$ cat src/rtl/sys_bus_ctrl_if.sv
// rtl/sys_bus_ctrl_if.sv - CPU-side bus bundle for the system bus controller
interface sys_bus_ctrl_if #(
    parameter int DW = 16,
    parameter int AW = 16
);
    logic          cpu_req;
    logic          cpu_we;
    logic [AW-1:0] cpu_addr;
    logic [DW-1:0] cpu_dout;
    logic [DW-1:0] cpu_din;
    logic          hold;

    modport master (
        output cpu_req, cpu_we, cpu_addr, cpu_dout,
        input  cpu_din, hold
    );

    modport slave (
        input  cpu_req, cpu_we, cpu_addr, cpu_dout,
        output cpu_din, hold
    );
endinterface

$ cat src/rtl/sys_bus_ctrl.sv
// rtl/sys_bus_ctrl.sv - address decoder, read-data mux, EXT wait-state FSM and error tracker
module sys_bus_ctrl #(
    parameter int             DW         = 16,
    parameter int             AW         = 16,
    parameter int             DB         = 4,
    parameter logic [DB-1:0]  RAM_TAG    = 4'h0,
    parameter logic [DB-1:0]  IO_TAG     = 4'h2,
    parameter logic [DB-1:0]  EXT_TAG    = 4'h4,
    parameter logic [DB-1:0]  ROM_TAG    = 4'hF,
    parameter int             EXT_WAIT   = 2,
    parameter logic [DW-1:0]  UNMAP_DATA = '0
) (
    input  logic                clk,
    input  logic                reset_n,
    sys_bus_ctrl_if.slave       cpu,
    input  logic [DW-1:0]       ram_din,
    input  logic [DW-1:0]       io_din,
    input  logic [DW-1:0]       rom_din,
    input  logic [DW-1:0]       ext_din,
    output logic                ram_we,
    output logic                io_we,
    output logic                ext_we,
    output logic                ext_sel,
    output logic                bus_err,
    output logic [AW-1:0]       err_addr,
    output logic [7:0]          err_cnt,
    input  logic                err_clr
);
    localparam int CW = 4;

    typedef enum logic [1:0] {
        IDLE,
        EXT_WAIT_ST,
        EXT_DONE
    } state_t;

    typedef enum logic [2:0] {
        RG_RAM,
        RG_IO,
        RG_ROM,
        RG_EXT,
        RG_UNMAP
    } region_t;

    state_t          state_q, state_d;
    logic [CW-1:0]   cnt_q, cnt_d;
    logic            wlat_q, wlat_d;
    region_t         region;
    region_t         rd_region_q;
    logic            rd_valid_q;
    logic [DB-1:0]   tag;
    logic            accepted;
    logic            err_hit;
    logic            hold_c;
    logic            ext_we_c;
    logic            ext_sel_c;
    logic            unused_bits;

    assign unused_bits = ^{cpu.cpu_dout, cpu.cpu_addr[AW-DB-1:0]};

    assign tag = cpu.cpu_addr[AW-1:AW-DB];

    always_comb begin
        region = RG_UNMAP;
        if (tag == RAM_TAG) begin
            region = RG_RAM;
        end else if (tag == IO_TAG) begin
            region = RG_IO;
        end else if (tag == EXT_TAG) begin
            region = RG_EXT;
        end else if (tag == ROM_TAG) begin
            region = RG_ROM;
        end
    end

    // While the CPU is held in a wait state its request is the stalled one, not a new access.
    assign accepted = cpu.cpu_req && (state_q != EXT_WAIT_ST);
    assign err_hit  = accepted && ((region == RG_UNMAP) || ((region == RG_ROM) && cpu.cpu_we));

    assign ram_we = reset_n && accepted && cpu.cpu_we && (region == RG_RAM);
    assign io_we  = reset_n && accepted && cpu.cpu_we && (region == RG_IO);

    always_ff @(posedge clk or negedge reset_n) begin
        if (!reset_n) begin
            state_q <= IDLE;
            cnt_q   <= '0;
            wlat_q  <= 1'b0;
        end else begin
            state_q <= state_d;
            cnt_q   <= cnt_d;
            wlat_q  <= wlat_d;
        end
    end

    // Hold covers the request cycle plus EXT_WAIT wait-state cycles; the write
    // strobe fires on the last wait state using the write flag latched at entry.
    always_comb begin
        state_d   = state_q;
        cnt_d     = cnt_q;
        wlat_d    = wlat_q;
        hold_c    = 1'b0;
        ext_we_c  = 1'b0;
        ext_sel_c = 1'b0;
        case (state_q)
            IDLE, EXT_DONE: begin
                state_d = IDLE;
                if (cpu.cpu_req && (region == RG_EXT)) begin
                    if (EXT_WAIT > 0) begin
                        state_d = EXT_WAIT_ST;
                        cnt_d   = CW'(EXT_WAIT - 1);
                        wlat_d  = cpu.cpu_we;
                        hold_c  = 1'b1;
                    end else begin
                        ext_sel_c = 1'b1;
                        ext_we_c  = cpu.cpu_we;
                    end
                end
            end
            EXT_WAIT_ST: begin
                hold_c    = 1'b1;
                ext_sel_c = 1'b1;
                if (cnt_q == '0) begin
                    state_d  = EXT_DONE;
                    ext_we_c = wlat_q;
                end else begin
                    cnt_d = cnt_q - 1'b1;
                end
            end
            default: begin
                state_d = IDLE;
            end
        endcase
    end

    assign cpu.hold = reset_n && hold_c;
    assign ext_we   = reset_n && ext_we_c;
    assign ext_sel  = reset_n && ext_sel_c;

    // Region is registered so the mux lines up with the one-cycle memory read latency.
    always_ff @(posedge clk or negedge reset_n) begin
        if (!reset_n) begin
            rd_region_q <= RG_UNMAP;
            rd_valid_q  <= 1'b0;
        end else begin
            rd_valid_q <= accepted;
            if (accepted) begin
                rd_region_q <= region;
            end
        end
    end

    always_comb begin
        cpu.cpu_din = UNMAP_DATA;
        if (state_q == EXT_DONE) begin
            cpu.cpu_din = ext_din;
        end else if (rd_valid_q) begin
            case (rd_region_q)
                RG_RAM:  cpu.cpu_din = ram_din;
                RG_IO:   cpu.cpu_din = io_din;
                RG_ROM:  cpu.cpu_din = rom_din;
                RG_EXT:  cpu.cpu_din = ext_din;
                default: cpu.cpu_din = UNMAP_DATA;
            endcase
        end
    end

    // A clear coinciding with a new error wipes the old record before logging the new one.
    always_ff @(posedge clk or negedge reset_n) begin
        if (!reset_n) begin
            bus_err  <= 1'b0;
            err_addr <= '0;
            err_cnt  <= '0;
        end else if (err_clr) begin
            bus_err  <= err_hit;
            err_addr <= err_hit ? cpu.cpu_addr : '0;
            err_cnt  <= err_hit ? 8'd1 : 8'd0;
        end else if (err_hit) begin
            bus_err <= 1'b1;
            if (!bus_err) begin
                err_addr <= cpu.cpu_addr;
            end
            if (err_cnt != 8'hFF) begin
                err_cnt <= err_cnt + 8'd1;
            end
        end
    end
endmodule

$ cat src/flat_wrapper.sv
// flat-port wrapper written by rule: the top's interface ports become plain ports
module sys_bus_ctrl_flat 
#(
    parameter int             DW         = 16,
    parameter int             AW         = 16,
    parameter int             DB         = 4,
    parameter logic [DB-1:0]  RAM_TAG    = 4'h0,
    parameter logic [DB-1:0]  IO_TAG     = 4'h2,
    parameter logic [DB-1:0]  EXT_TAG    = 4'h4,
    parameter logic [DB-1:0]  ROM_TAG    = 4'hF,
    parameter int             EXT_WAIT   = 2,
    parameter logic [DW-1:0]  UNMAP_DATA = '0
)
  (clk, reset_n, ram_din, io_din, rom_din, ext_din, ram_we, io_we, ext_we, ext_sel, bus_err, err_addr, err_cnt, err_clr, cpu_cpu_req, cpu_cpu_we, cpu_cpu_addr, cpu_cpu_dout, cpu_cpu_din, cpu_hold);
  sys_bus_ctrl_if #(.DW(DW), .AW(AW)) cpu_i ();
  input  logic clk;
  input  logic reset_n;
  input  logic [DW-1:0] ram_din;
  input  logic [DW-1:0] io_din;
  input  logic [DW-1:0] rom_din;
  input  logic [DW-1:0] ext_din;
  output logic ram_we;
  output logic io_we;
  output logic ext_we;
  output logic ext_sel;
  output logic bus_err;
  output logic [AW-1:0] err_addr;
  output logic [7:0] err_cnt;
  input  logic err_clr;
  input wire logic [$bits(cpu_i.cpu_req)-1:0] cpu_cpu_req;
  input wire logic [$bits(cpu_i.cpu_we)-1:0] cpu_cpu_we;
  input wire logic [$bits(cpu_i.cpu_addr)-1:0] cpu_cpu_addr;
  input wire logic [$bits(cpu_i.cpu_dout)-1:0] cpu_cpu_dout;
  output wire logic [$bits(cpu_i.cpu_din)-1:0] cpu_cpu_din;
  output wire logic [$bits(cpu_i.hold)-1:0] cpu_hold;
  assign cpu_i.cpu_req = cpu_cpu_req;
  assign cpu_i.cpu_we = cpu_cpu_we;
  assign cpu_i.cpu_addr = cpu_cpu_addr;
  assign cpu_i.cpu_dout = cpu_cpu_dout;
  assign cpu_cpu_din = cpu_i.cpu_din;
  assign cpu_hold = cpu_i.hold;
  sys_bus_ctrl #(.DW(DW), .AW(AW), .DB(DB), .RAM_TAG(RAM_TAG), .IO_TAG(IO_TAG), .EXT_TAG(EXT_TAG), .ROM_TAG(ROM_TAG), .EXT_WAIT(EXT_WAIT), .UNMAP_DATA(UNMAP_DATA)) u_core (.clk(clk), .reset_n(reset_n), .cpu(cpu_i), .ram_din(ram_din), .io_din(io_din), .rom_din(rom_din), .ext_din(ext_din), .ram_we(ram_we), .io_we(io_we), .ext_we(ext_we), .ext_sel(ext_sel), .bus_err(bus_err), .err_addr(err_addr), .err_cnt(err_cnt), .err_clr(err_clr));
endmodule
$ cat config.mk
export PLATFORM = sky130hd
export DESIGN_NAME = sys_bus_ctrl_flat
export DESIGN_NICKNAME = d
export VERILOG_FILES = /design/src/rtl/sys_bus_ctrl_if.sv /design/src/rtl/sys_bus_ctrl.sv /design/src/flat_wrapper.sv
export SDC_FILE = /design/constraint.sdc
export NUM_CORES = 1
export LEC_CHECK = 0
export ABC_CLOCK_PERIOD_IN_PS = 3100
export CORE_MARGIN = 4
export CORE_UTILIZATION = 32
export DETAILED_ROUTE_END_ITERATION = 10
export PLACE_DENSITY = 0.77
export SYNTH_ARGS = -nofsm -noshare
export SYNTH_HDL_FRONTEND = slang
export SYNTH_SLANG_ARGS = --single-unit
$ cat constraint.sdc
create_clock -name clk -period 3.1 [get_ports clk]
set_input_delay 0.31 -clock clk [delete_from_list [all_inputs] [get_ports clk]]
set_output_delay 0.31 -clock clk [all_outputs]
set_load 0.02 [all_outputs]
==> flow_summary.yaml, run 1 <==
outcome:
  outcome: "complete, no violations"
place:
  placed_area_mm2: 0.00354
  place.detailed.hpwl_mm: 5.44
  gp_congestion: 0.820
  place.port_buffers: 130
  placed_cells_incl_taps: 431
clock_tree:
  cts_buffers: 5
  cts.path.max_buffers: 2
  cts-resized-gates: 0
  clkSinkCount: 36
  clock_latency_ns: 0.29
  cts_tree: "built"
  cts.clk_slew.worst_paths_ns: 0.07
  cts-root-buf: "clkbuf_8"
  post_cts_buffers: 0
  htreeDepth: 2
final_layout:
  instances_no_fill: 440
  fin_area_mm2: 0.00365
  drive_gt1_frac: 0.0744
  n_antenna_cell: 0
  fin_util: 0.566
  areaGrowthSynthToFinish_pct: 68.9
  fin_nets: 466
sta:
  fmax_mhz: 392
  finalCriticalPeriod_ns: 2.55
  worst_slew_pin_slew_ns: 0.720
  fin_skew_ns: 0.00490
  rsz0062_at_grt: "false"
  drv_slew: 0
  finalSetupViolCount: 0
  finalHoldViolCount: 0
  fin_crit_sh: 0.823
  relSlewSlack: 0.520
  tns_ns: 0
logic_synthesis:
  synth_top_family_by_area: "compound AO/OA/AOI/OAI gates"
  syn_area_mm2: 0.00216
  synth_fa_ha_area_frac: 0.0174
  synth_xor_area_frac: 0.0243
  ys_ff_latch: 36
  postSynthAreaPerCell_um2: 9.41
  yosysWarnings: 0
  synthFlopType: "dfrtp_1"
  netlist_instances: 230
  syn-num-nets: 334
  synth_edf_count: 0
  synthDistinctLibCells: 46
  yosysSeqAreaShare: 0.417
  synth_compound_area_frac: 0.233
  synthMuxAreaShare: 0.0792
  synthSimpleGateAreaFrac: 0.184
  async_flop_share: 1.00
worst_setup_path:
  setup.worst_path.start: "cpu_cpu_addr[14]"
  end_kind: "output pin"
  cp_max_fo: 8
  rr_startpoint: "u_core.err_cnt[0]"
  arrival_ns: 2.24
  start_kind: "input port"
  criticalPathCategory: "input port to output pin"
  worstPathRequired_ns: 2.79
grt:
  antenna_found_initial: 0
  grt_first_pass_wirelength_mm: 11.9
  globalRouteTotalUtil: 0.175
  grt.overflow.total: 0
  grt_max_degree: 26
  grt_pass1_vias: 2399
routing:
  drt_pass1_iterations: 4
  drc_errors: 0
  drtIter0Drc: 68
  vias_per_cell: 5.17
  num_vias: 2275
  wl_per_cell_um: 16.0
  drt.antenna.violating_nets: 0
  wirelength_mm: 7.05
job:
  cap_violations: 0
power_and_ir_drop:
  vdd_drop_max_uv: 328
  p_leak_nw: 1.47
  power_density_mw_per_mm2: 560
min_path:
  hold_path.class: "input port to asynchronous set/reset pin"
die:
  rows: 29
  die_x_um: 90.2
  initial_core_util: 0.335
  die_area_mm2: 0.00814
  core-area_mm2: 0.00646
  pin_count: 147
  die_y_um: 90.2
[routing by layer]
layer	global-route usage	up-vias	wire length, µm
li1	-	1111	-
met1	0.213	1062	3010
met2	0.307	98	3430
met3	0.0484	4	555
met4	0.0434	0	51
met5	0	-	0
[area by class of cell]
cell class / count / area (µm²)
Sequential cell: 36 / 902
Tap cell: 77 / 96.3
Inverter: 7 / 26.3
Timing Repair Buffer: 139 / 1370
Clock buffer: 8 / 100
Multi-Input combinational cell: 173 / 1160
Fill cell: 579 / 2800
[per-stage QoR]
stage	setup slack [ns]	total power, mW	hold WS (ns)
floorplan	1.17	1.22	0.0144
global placement	0.561	1.68	0.213
detailed placement	0.522	1.70	0.216
CTS	0.516	2.07	0.440
global route	0.413	2.19	0.482
finish	0.547	2.05	0.445
[cell usage after synthesis (all sizes together), types with 3 or more instances]
cell type | instances | area [µm²]
xnor2 | 4 | 35.0
a21oi | 5 | 28.8
inv | 7 | 26.3
nand3 | 6 | 35.0
buf | 6 | 41.3
nor4 | 5 | 31.3
dfrtp | 35 | 876
clkbuf | 8 | 30.0
a22o | 32 | 282
ha | 3 | 37.5
and3 | 3 | 20.0
nor2b | 3 | 18.8
nor2 | 13 | 48.8
o21ai | 23 | 115
mux2i | 16 | 160
nand2 | 32 | 128
o22ai | 3 | 18.8
[cells by family (layout without fill, tap and decap cells)]
family | after synthesis | in the layout
XOR/XNOR | 6 | 6
adder cells (fa/ha/maj) | 3 | 3
flip-flops | 36 | 36
buffers and inverters | 21 | 154
AO/OA/AOI/OAI | 70 | 70
AND/OR/NAND/NOR | 77 | 77
multiplexers | 17 | 17
[report_power, final]
| part | internal (mW) | leakage (nW) | switching (mW) |
|---|---|---|---|
| clock network | 0.203 | 0.0515 | 0.163 |
| logic | 0.511 | 0.950 | 0.506 |
| registers | 0.586 | 0.470 | 0.0781 |
| total | 1.30 | 1.47 | 0.748 |
[final timing paths]
check | depth (start not counted) | end | slack, ns
setup / recovery | 5 | cpu_hold | 0.55
hold reg to reg | 2 | u_core.rd_region_q[2] | 0.47
max in group asynchronous | 3 | u_core.rd_region_q[2] | 1.99
hold / removal | 2 | u_core.err_cnt[7] | 0.45
min in group clk | 2 | u_core.rd_region_q[2] | 0.47
setup reg to reg | 6 | u_core.err_cnt[7] | 0.94
[what timing repair did]
action | in CTS | in global routing
hold buffers | 1 | 0
setup endpoints to repair | 0 | 0
endpoints found under the hold margin | 11 | 0
[registers in the layout, summed over array words and instances (netlist names)]
register	cells
u_core.err_addr	16
u_core.err_cnt	8
u_core.cnt_q	4
u_core.rd_region_q	3
u_core.state_q	2
u_core.bus_err	1
u_core.rd_valid_q	1
u_core.wlat_q	1
[worst max-delay path, stage by stage]
cell and delay, ns:
clkdlybuf4s50_1 0.70, and4bb_2 0.29, nand2_1 0.08, a21boi_0 0.22, clkdlybuf4s50_1 0.64
[cells in the final DEF (no fill, tap or decap), types with 2 or more instances in the layout]
cell type,instances
nor3_1,2
and3_1,2
nor4_1,5
a21oi_1,4
o41ai_1,2
clkdlybuf4s50_1,129
xnor2_1,4
nand2_1,31
inv_1,7
ha_1,3
buf_4,8
nor2b_1,3
nand2b_1,2
xor2_1,2
dfrtp_1,35
nor2_1,13
clkbuf_8,7
a22o_1,31
o21ai_0,23
nand3_1,5
o22ai_1,3
mux2i_1,16
(Power assumes the default switching activity.)
==> inputs of run 2 (changes only) <==
- ABC_CLOCK_PERIOD_IN_PS: 3100 -> 2400
- clock period: 3.1 -> 2.4 ns (I/O delays scaled with it)
==> flow_summary.yaml, run 2 (synthesis gave the netlist of run 1 again) <==
routing:
  drc_errors: 0
  drtIter0Drc: 61
  drt.antenna.violating_nets: 0
  drt_pass1_iterations: 4
  num_vias: 2351
  wl_per_cell_um: 15.9
  vias_per_cell: 5.24
  wirelength_mm: 7.15
final_layout:
  final_common_cell: "clkdlybuf4s50_1"
  reg_top3: "u_core.err_addr: 16 flops, u_core.err_cnt: 8 flops, u_core.cnt_q: 4 flops"
  fillers: 563
  areaGrowthSynthToFinish_pct: 72.7
  largest_register: "u_core.err_addr"
  n_antenna_cell: 0
  drive_gt1_frac: 0.0995
  largest_reg_flops: 16
  final_cell_mix: "clkdlybuf4s50_1 (126), dfrtp_1 (35), nand2_1 (31), a22o_1 (31), o21ai_0 (23)"
  fin_nets: 475
  fin_util: 0.578
power_and_ir_drop:
  vdd_drop_max_uv: 489
  p_leak_nw: 1.56
  power_density_mw_per_mm2: 700
sta:
  drv_slew: 0
  rsz0062_at_grt: "false"
  finalSetupViolCount: 0
  finalHoldViolCount: 0
  finalCriticalPeriod_ns: 2.23
  worst_slack_ns: 0.166
  relSlewSlack: 0.532
  fin_skew_ns: 0.00645
  fmax_mhz: 448
  worst_slew_pin_slew_ns: 0.702
  tns_ns: 0
  fin_crit_sh: 0.931
grt:
  grt_first_pass_wirelength_mm: 11.6
  antenna_found_initial: 0
  globalRouteTotalUtil: 0.172
  grt_max_degree: 21
  grt_pass1_vias: 2484
  grt.overflow.total: 0
job:
  cap_violations: 0
clock_tree:
  clock_latency_ns: 0.28
  clkSinkCount: 36
  post_cts_buffers: 0
  cts_tree: "built"
  cts.path.max_buffers: 2
  cts-root-buf: "clkbuf_8"
  cts.clk_slew.worst_paths_ns: 0.07
  cts_buffers: 5
  htreeDepth: 2
worst_setup_path:
  crit_slowest_cell: "clkdlybuf4s50_1"
  end_kind: "output pin"
  criticalPathCategory: "flip-flop to output pin"
  max_stage_delay_ns: 0.56
  cp_max_fo: 16
  arrival_ns: 1.99
  start_kind: "flip-flop"
  worstPathRequired_ns: 2.16
  worstPathCellList: "buf_12 -> mux2i_1 -> o21ai_0 -> a22o_1 -> clkdlybuf4s50_1"
die:
  die_y_um: 90.2
  die_x_um: 90.2
  pin_count: 147
  die_area_mm2: 0.00814
  core-area_mm2: 0.00646
  rows: 29
  initial_core_util: 0.335
place:
  gp_congestion: 0.835
  pre_cts_ws_ns: 0.0416
  place.detailed.hpwl_mm: 5.60
  place.port_buffers: 130
outcome:
  outcome: "complete, no violations"
min_path:
  hold_path.class: "input port to asynchronous set/reset pin"
run 2: cell types whose count changed in the layout (fill, tap and decap cells not counted), sizes merged:
| cell | before | now |
|---|---|---|
| buf | 9 | 18 |
| clkdlybuf4s50 | 129 | 126 |
| dlymetal6s2s | 0 | 3 |
run 2: stage by stage:
| stage | hold slack, ns | area, µm² | std cells | power, mW |
|---|---|---|---|---|
| finish | 0.323 | 3740 | 449 | 2.61 |
| global route | 0.339 | 3740 | 449 | 2.79 |
| CTS | 0.327 | 3710 | 449 | 2.63 |
| detailed placement | 0.0972 | 3620 | 440 | 2.22 |
| global placement | 0.0971 | 3620 | 440 | 2.18 |
| floorplan | -0.0556 | 2160 | 230 | 1.58 |
run 2: where the power goes:
part	switching, mW	leakage (nW)	total, mW	internal (mW)
Sequential	0.108	0.470	0.866	0.758
Clock	0.198	0.0395	0.404	0.206
Combinational	0.661	1.05	1.34	0.683
run 2: worst paths after layout:
path / start / to / slack (ns) / cells after the start
min: reset_n / u_core.err_cnt[7] / 0.32 / 2
max reg2reg: u_core.state_q[0] / u_core.err_cnt[6] / 0.45 / 5
max in group asynchronous: reset_n / u_core.err_addr[6] / 1.58 / 3
min in group clk: u_core.wlat_q / u_core.wlat_q / 0.47 / 2
min reg2reg: u_core.wlat_q / u_core.wlat_q / 0.47 / 2
max: u_core.rd_region_q[1] / cpu_cpu_din[14] / 0.17 / 5
run 2: area by class of cell:
class                      count  area [µm²]  area share
sequential                    36         902       0.241
inverter                       7        26.3     0.00703
tap                           77        96.3      0.0258
multi-input combinational    173        1180       0.315
timing repair buffer         148        1450       0.389
clock buffer                   8        80.1      0.0214
run 2: timing repair:
action,CTS,global route
endpoints found under the hold margin,5,0
hold buffers,1,0
gates resized for setup,0,6
setup endpoints to repair,0,4
run 2: worst max-delay path, delay by kind of cell, from the launching register on:
kind,cells,cell delay [ns]
buffers and inverters,2,0.76
multiplexers,1,0.20
flip-flops,1,0.43
AO/OA/AOI/OAI,2,0.32
run 2: metal layers:
metal / wire, µm / GRT usage
met5: 0 / 0
met4: 90 / 0.0421
met3: 584 / 0.0584
met2: 3560 / 0.306
met1: 2910 / 0.197
==> inputs of run 3 (changes only) <==
- ABC_CLOCK_PERIOD_IN_PS: 2400 -> 2390
- clock period: 2.4 -> 2.39 ns (I/O delays scaled with it)
==> flow_summary.yaml, run 3 (synthesis gave the netlist of run 1 again) <==
outcome:
  outcome: "complete, no violations"
routing:
  wl_per_cell_um: 15.7
  num_vias: 2316
  wirelength_mm: 7.05
  drt.antenna.violating_nets: 0
  vias_per_cell: 5.15
  drt_pass1_iterations: 4
  drc_errors: 0
  drtIter0Drc: 62
final_layout:
  fillers: 554
  drive_gt1_frac: 0.107
  seq_area_um2: 902
  final_cell_mix: "clkdlybuf4s50_1 (126), dfrtp_1 (35), nand2_1 (31), a22o_1 (31), o21ai_0 (23)"
  reg_top3: "u_core.err_addr: 16 flops, u_core.err_cnt: 8 flops, u_core.cnt_q: 4 flops"
  n_antenna_cell: 0
  fin_util: 0.586
  multi_input_area_mm2: 0.00117
  final_common_cell: "clkdlybuf4s50_1"
  areaGrowthSynthToFinish_pct: 75.1
  largest_reg_flops: 16
  instances_no_fill: 450
  largest_register: "u_core.err_addr"
  fin_area_mm2: 0.00379
  fin_nets: 476
sta:
  fin_skew_ns: 0.00335
  hold_ws_ns: 0.325
  worst_slew_pin_slew_ns: 0.693
  finalCriticalPeriod_ns: 2.26
  fmax_mhz: 443
  fin_crit_sh: 0.945
  relSlewSlack: 0.538
  tns_ns: 0
  finalSetupViolCount: 0
  rsz0062_at_grt: "false"
  finalHoldViolCount: 0
  drv_slew: 0
  worst_slack_ns: 0.132
worst_setup_path:
  setup.worst_path.start: "u_core.cnt_q[0]"
  start_kind: "flip-flop"
  r2r_cells: 5
  rr_startpoint: "u_core.state_q[0]"
  timing.rr.end: "u_core.err_cnt[6]"
  worstPathCellList: "inv_1 -> ha_1 -> nor3b_2 -> and3_1 -> clkdlybuf4s50_1"
  end_kind: "output pin"
  arrival_ns: 2.02
  path_buf_inv: 2
  crit_slowest_cell: "clkdlybuf4s50_1"
  cpLargestDelayFamily: "buffers and inverters"
  max_stage_delay_ns: 0.61
  criticalPathCategory: "flip-flop to output pin"
  rrSetupSlack_ns: 0.42
  cp_max_fo: 4
  worstPathRequired_ns: 2.15
place:
  placed_area_mm2: 0.00363
  gp_congestion: 0.821
  pre_cts_ws_ns: 0.0157
  placed_cells_incl_taps: 441
  place.port_buffers: 130
  place.detailed.hpwl_mm: 5.46
clock_tree:
  cts-root-buf: "clkbuf_8"
  cts_tree: "built"
  cts_buffers: 5
  cts.clk_slew.worst_paths_ns: 0.07
  clock_latency_ns: 0.28
  cts.path.max_buffers: 2
  clkSinkCount: 36
  htreeDepth: 2
  post_cts_buffers: 0
power_and_ir_drop:
  combPwrFrac: 0.483
  p_leak_nw: 1.59
  power_density_mw_per_mm2: 737
  p_switching_mw: 0.976
  power_mw: 2.79
  power.internal_mw: 1.81
  clkPwrFrac: 0.205
  p_seq_frac: 0.312
  vdd_drop_max_uv: 541
  switching_share: 0.350
die:
  die_area_mm2: 0.00814
  initial_core_util: 0.335
  pin_count: 147
  die_x_um: 90.2
  rows: 29
  die_y_um: 90.2
  core-area_mm2: 0.00646
grt:
  antenna_found_initial: 0
  globalRouteTotalUtil: 0.173
  grt_first_pass_wirelength_mm: 11.7
  grt.overflow.total: 0
  grt_pass1_vias: 2433
  grt_max_degree: 21
min_path:
  hold_path.class: "input port to asynchronous set/reset pin"
job:
  cap_violations: 0
run 3: per-layer routing:
layer,track usage,vias to the layer above,share of wire
li1,-,1123,-
met1,0.213,1085,0.43
met2,0.301,101,0.48
met3,0.0476,7,0.078
met4,0.0344,0,0.0089
met5,0,-,0
run 3: power by group through the flow:
stage          Clock, mW  Combinational (mW)  Sequential (mW)
2_1_floorplan          0               0.637            0.947
3_3_place_gp           0                1.32            0.872
3_5_place_dp           0                1.35            0.875
4_1_cts            0.593                1.36            0.870
5_1_grt            0.617                1.45            0.891
6_report           0.573                1.35            0.871
run 3: final cells by class:
cell class,count,share of cell area
flip-flops and latches,36,0.238
multi-input cells,173,0.310
well taps,77,0.0254
clock buffers,7,0.0254
repair buffers,149,0.386
clock inverters,1,0.00793
inverters,7,0.00694
run 3: worst max-delay path by stage:
| stage | end | slack, ns | depth (start not counted) |
|---|---|---|---|
| CTS | io_we | 0.04 | 4 |
| floorplan | u_core.err_cnt[7] | 0.46 | 6 |
| finish | ext_we | 0.13 | 5 |
| global placement | u_core.err_addr[13] | 0.09 | 7 |
| detailed placement | u_core.err_addr[13] | 0.02 | 7 |
| global route | cpu_cpu_din[13] | 0.006 | 6 |
run 3: timing repair:
item | in CTS | in global routing
endpoints found under the setup margin | 1 | 3
hold buffers | 1 | 0
gates resized for setup | 1 | 4
hold endpoints to repair | 5 | 0
